### config.mk
export PLATFORM = sky130hd
export DESIGN_NAME = fetch_unit
export DESIGN_NICKNAME = d
export VERILOG_FILES = /design/src/rtl/fetch_unit.sv
export SDC_FILE = /design/constraint.sdc
export NUM_CORES = 1
export LEC_CHECK = 0
export BUFFER_PORTS_ARGS = -buffer_cell sky130_fd_sc_hd__buf_2
export CORE_AREA = 2 2 133 135
export CTS_CLUSTER_DIAMETER = 80
export CTS_CLUSTER_SIZE = 20
export DETAILED_ROUTE_END_ITERATION = 10
export DIE_AREA = 0 0 135 137
export SYNTH_ARGS = -nofsm -noshare
export SYNTH_HDL_FRONTEND = slang
export SYNTH_SLANG_ARGS = --single-unit
### constraint.sdc
create_clock -name clk -period 4.45 [get_ports clk]
set_input_delay 0.89 -clock clk [delete_from_list [all_inputs] [get_ports clk]]
set_output_delay 0.89 -clock clk [all_outputs]
set_load 0.005 [all_outputs]
### src/rtl/fetch_unit.sv
// Instruction fetch stage: one outstanding imem read, holds one instruction for decode; fetch counter built only with `IFETCH_CNT_EN.
// Latency: with a same-cycle ack, inst_valid rises one cycle after the request; at most one instruction per two cycles.
// Backpressure: stall holds the instruction and blocks the next request; redirect overrides stall and ack.
module fetch_unit #(
    parameter logic [31:0] RESET_PC = 32'h0000_0000,
    parameter logic [31:0] NOP_INST = 32'h6800_0000
) (
    input  logic        clk,
    input  logic        rst_n,
    output logic        imem_req,
    output logic [31:0] imem_addr,
    input  logic        imem_ack,
    input  logic [31:0] imem_rdata,
    input  logic        stall,
    input  logic        redirect,
    input  logic [31:0] redirect_pc,
    output logic [31:0] inst,
    output logic [31:0] pc,
    output logic        inst_valid,
    output logic [31:0] fetch_count
);

    typedef enum logic [1:0] {S_FETCH, S_DROP, S_VALID} state_t;

    state_t      state_q, state_d;
    logic [31:0] fetch_pc_q, fetch_pc_d;
    logic [31:0] drop_addr_q;
    logic [31:0] inst_q, inst_d;
    logic [31:0] pc_q, pc_d;
    logic        valid_q, valid_d;

    always_ff @(posedge clk or negedge rst_n) begin
        if (!rst_n) state_q <= S_FETCH;
        else        state_q <= state_d;
    end

    always_comb begin
        state_d = state_q;
        case (state_q)
            S_FETCH: begin
                if (redirect)      state_d = imem_ack ? S_FETCH : S_DROP;
                else if (imem_ack) state_d = S_VALID;
            end
            S_DROP:  if (imem_ack) state_d = S_FETCH;
            S_VALID: if (redirect || !stall) state_d = S_FETCH;
            default: state_d = S_FETCH;
        endcase
    end

    // A killed request keeps presenting its original address until memory acks it.
    always_comb begin
        imem_req  = rst_n && (state_q != S_VALID);
        imem_addr = (state_q == S_DROP) ? drop_addr_q : fetch_pc_q;
    end

    always_comb begin
        fetch_pc_d = fetch_pc_q;
        inst_d     = inst_q;
        pc_d       = pc_q;
        valid_d    = valid_q;
        if (redirect) begin
            fetch_pc_d = {redirect_pc[31:2], 2'b00};
            valid_d    = 1'b0;
            inst_d     = NOP_INST;
        end else if (state_q == S_FETCH && imem_ack) begin
            inst_d     = imem_rdata;
            pc_d       = fetch_pc_q;
            valid_d    = 1'b1;
            fetch_pc_d = fetch_pc_q + 32'd4;
        end else if (state_q == S_VALID && !stall) begin
            valid_d    = 1'b0;
            inst_d     = NOP_INST;
        end
    end

    always_ff @(posedge clk or negedge rst_n) begin
        if (!rst_n) begin
            fetch_pc_q  <= RESET_PC;
            drop_addr_q <= RESET_PC;
            inst_q      <= NOP_INST;
            pc_q        <= 32'd0;
            valid_q     <= 1'b0;
        end else begin
            fetch_pc_q  <= fetch_pc_d;
            if (state_q == S_FETCH) drop_addr_q <= fetch_pc_q;
            inst_q      <= inst_d;
            pc_q        <= pc_d;
            valid_q     <= valid_d;
        end
    end

    assign inst       = inst_q;
    assign pc         = pc_q;
    assign inst_valid = valid_q;

`ifdef IFETCH_CNT_EN
    logic [31:0] count_q;

    always_ff @(posedge clk or negedge rst_n) begin
        if (!rst_n)                                count_q <= 32'd0;
        else if (valid_q && !stall && !redirect)   count_q <= count_q + 32'd1;
    end

    assign fetch_count = count_q;
`else
    assign fetch_count = 32'd0;
`endif

endmodule
==> metrics <==
worst reg2reg startpoint fetch_pc_q[2]$_DFFE_PN0P_; Mapped Cells roughly 560; async set-reset flop share out of synthesis 100%; Final Hold Viols 0; synthesized area per cell approximately 11 um2; vias 4,409; Req. time, crit path roughly 3600 ps; Final ANT Viol Nets 0; pwr dens 459 mW/mm2; routed vias/inst between 4 and 5; Post-synth EDFFs 0; Final WS setup around 1100 ps; DRC violations left 0; HP Class input pin to async pin; GRT overflow 0; Worst EP arrival between 2000 and 2500 ps; first-pass GRT wire length 22,800 um; type of origin of the critical path flip-flop; Mapped Area slightly below 0.006 mm2; Post-CTS Setup Bufs 0; P_sw 0.000870 W; H-tree levels 4; Sink Count 125; CTS root buf clkbuf_16; placed wire-length estimate ~9800 um; die area 0.0185 mm2; FMAX 0.300 GHz; P_leak 3.65 nW; Diodes inserted 0; cells resized by post-CTS repair 0; post-layout util 43.1%; Int Pwr between 0.002 and 0.003 W; # IOs about 200; Max clock buf depth 2; Max-Cap Viols 0; Setup Slack @ Placement 1550 ps; synth warn 0; non-filler cells, final roughly 940; worst-path maximum fanout 31; gpl congestion between 0.7 and 0.8; critical-path cell list inv_1, nor2_4, mux2_2, buf_2; port bufs 160; share of layout cells above drive strength 1 36.8%; routed len/inst roughly 16 um; Tmin final 3340 ps; Crit path max-delay family simple AND/OR/NAND/NOR gates; number of global-route vias before repair 4,197; post-synthesis sequential area ratio 53.2%; CTS Buf Count 17; Comb pwr share 15.4%; DR iter-0 viols 272; top_reg_cell synth dfrtp_1; worst slew pin tran 1220 ps; Crit-path slowest cell nor2_4; clock share of power a little over two fifths; TNS Setup 0 ps; Nets 776; Placed Instances approximately 910; pin count of the biggest net entering global routing a little under 80; status complete, no violations; CTS tree built; count of cell types in the netlist 44; Max Slew Vio Count 0; core area 0.0171 mm2; die width 135 um; initial core utilization between 30% and 40%; switching share of power 25.8%; Worst Path Class, Setup flip-flop to output pin; peak supply drop ~0.00026 V; Tcrit/Tclk final 75.0%; crit path buf inv count 2; sequential share of power between 40% and 50%; initial antenna violation count 1; Setup crit end kind output pin; Slew headroom 18.5%; Reg clk slew, reported paths 60 ps; Pre-antenna DRT Iters 5; insertion delay to the later sink of the worst-skew pair 410 ps; final wirelength 14,700 um; Setup-failing EPs final 0; worst clock skew between 9 and 10 ps; Synth Register Bits ~130; Post-CTS Hold Buffers 0; peak per-stage delay on the critical path between 800 and 900 ps; CP Launch Point state_q[0]$_DFFE_PN0P_; unrepaired setup endpoints after global routing no; Area Growth Syn to Fin 24.9%; die height 137 um; GRT Util Overall between 10% and 20%; number of cell rows 48
-- routing by layer --
layer / vias up / GRT usage, % / routed length, um
met5: - / 0 / 13
met4: 2 / 4.34 / 100
met3: 9 / 4.78 / 784
met2: 136 / 25.3 / 6950
met1: 2130 / 21.9 / 6840
li1: 2132 / - / -
-- state kept, by name, summed over array words and instances, names as in the netlist --
name         count
inst            32
drop_addr_q     30
fetch_pc_q      30
pc              30
state_q          2
inst_valid       1
-- cell usage in the layout (no fill, tap or decap), drive strengths merged, types with 2 or more instances in the layout --
cell type,instances
buf,166
inv,7
clkbuf,23
xor2,12
nand4,11
bufinv,3
nor3,8
xnor2,14
dfrtp,122
o311ai,3
nor2,15
o21ai,35
nand2,128
a21boi,2
a22o,29
clkinv,4
mux2,57
dfstp,3
nor4,4
and4,3
nand3,9
o22a,3
or3,2
nor2b,2
conb,36
a21o,2
-- final cells by class --
type	instances	area, um2
clock buffers	23	498
clock inverters	7	110
fillers	1725	9710
inverters	7	26.3
multi-input cells	389	2450
flip-flops and latches	125	3130
well taps	225	282
repair buffers	166	852
-- synth_stat cells, drive strengths merged (2+ instances only) --
cell type / count / area [um2]
xnor2: 14 / 123
o311ai: 3 / 26.3
nor3: 8 / 40.0
dfstp: 3 / 78.8
o21ai: 35 / 175
buf: 49 / 340
mux2: 57 / 642
nand3: 9 / 45.0
nor4: 4 / 46.3
clkbuf: 24 / 90.1
nand2: 128 / 480
dfrtp: 122 / 3050
inv: 7 / 26.3
a21boi: 2 / 15.0
a22o: 29 / 254
or3: 2 / 12.5
nor2: 15 / 56.3
a21o: 2 / 15.0
nand4: 11 / 68.8
xor2: 12 / 105
o22a: 3 / 26.3
nor2b: 2 / 12.5
and4: 3 / 26.3
-- power by group through the flow --
| stage | clock, W | sequential [W] | combinational, W |
|---|---|---|---|
| after global routing | 0.00152 | 0.00144 | 0.000584 |
| after global placement | 0 | 0.00143 | 0.000520 |
| after CTS | 0.00147 | 0.00142 | 0.000529 |
| after floorplan | 0 | 0.00141 | 0.000321 |
| after detailed placement | 0 | 0.00144 | 0.000527 |
| final | 0.00144 | 0.00142 | 0.000518 |
-- worst reg2reg max path, delay by kind of cell, from the launching register on --
kind                       cells  cell delay, ps
xor gates and xnor gates       1              90
adders and majority gates      1             260
DFF                            1             450
muxes                          1             270
and+or+nand+nor                3            1280
-- per-stage QoR --
step	total power (W)	hold WS, ps	cell area, um2
floorplan	0.00173	470	6010
global placement	0.00195	453	6740
detailed placement	0.00196	457	6740
CTS	0.00342	424	7350
global route	0.00355	449	7350
finish	0.00338	412	7350
-- cells by family after synthesis --
group / count (synthesis) / synth area share, %
buffers and inverters: 80 / 7.76
multiplexers: 58 / 11.1
AND/OR/NAND/NOR: 191 / 14.7
XOR/XNOR: 26 / 3.87
adder cells (fa/ha/maj): 1 / 0.213
flip-flops: 125 / 53.2
other: 1 / 0.0637
AO/OA/AOI/OAI: 77 / 9.10
-- worst paths after layout --
check,endpoint,slack (ps),cells after the start
min,drop_addr_q[5]$_DFFE_PN0P_,410,1
max,imem_addr[23],1110,4
max in group asynchronous,pc[29]$_DFFE_PN0P_,2700,2
min reg2reg,pc[30]$_DFFE_PN0P_,470,2
min in group clk,pc[30]$_DFFE_PN0P_,470,2
max reg2reg,fetch_pc_q[24]$_DFFE_PN0P_,1970,6
No activity file was read; power rests on OpenSTA's default activity.
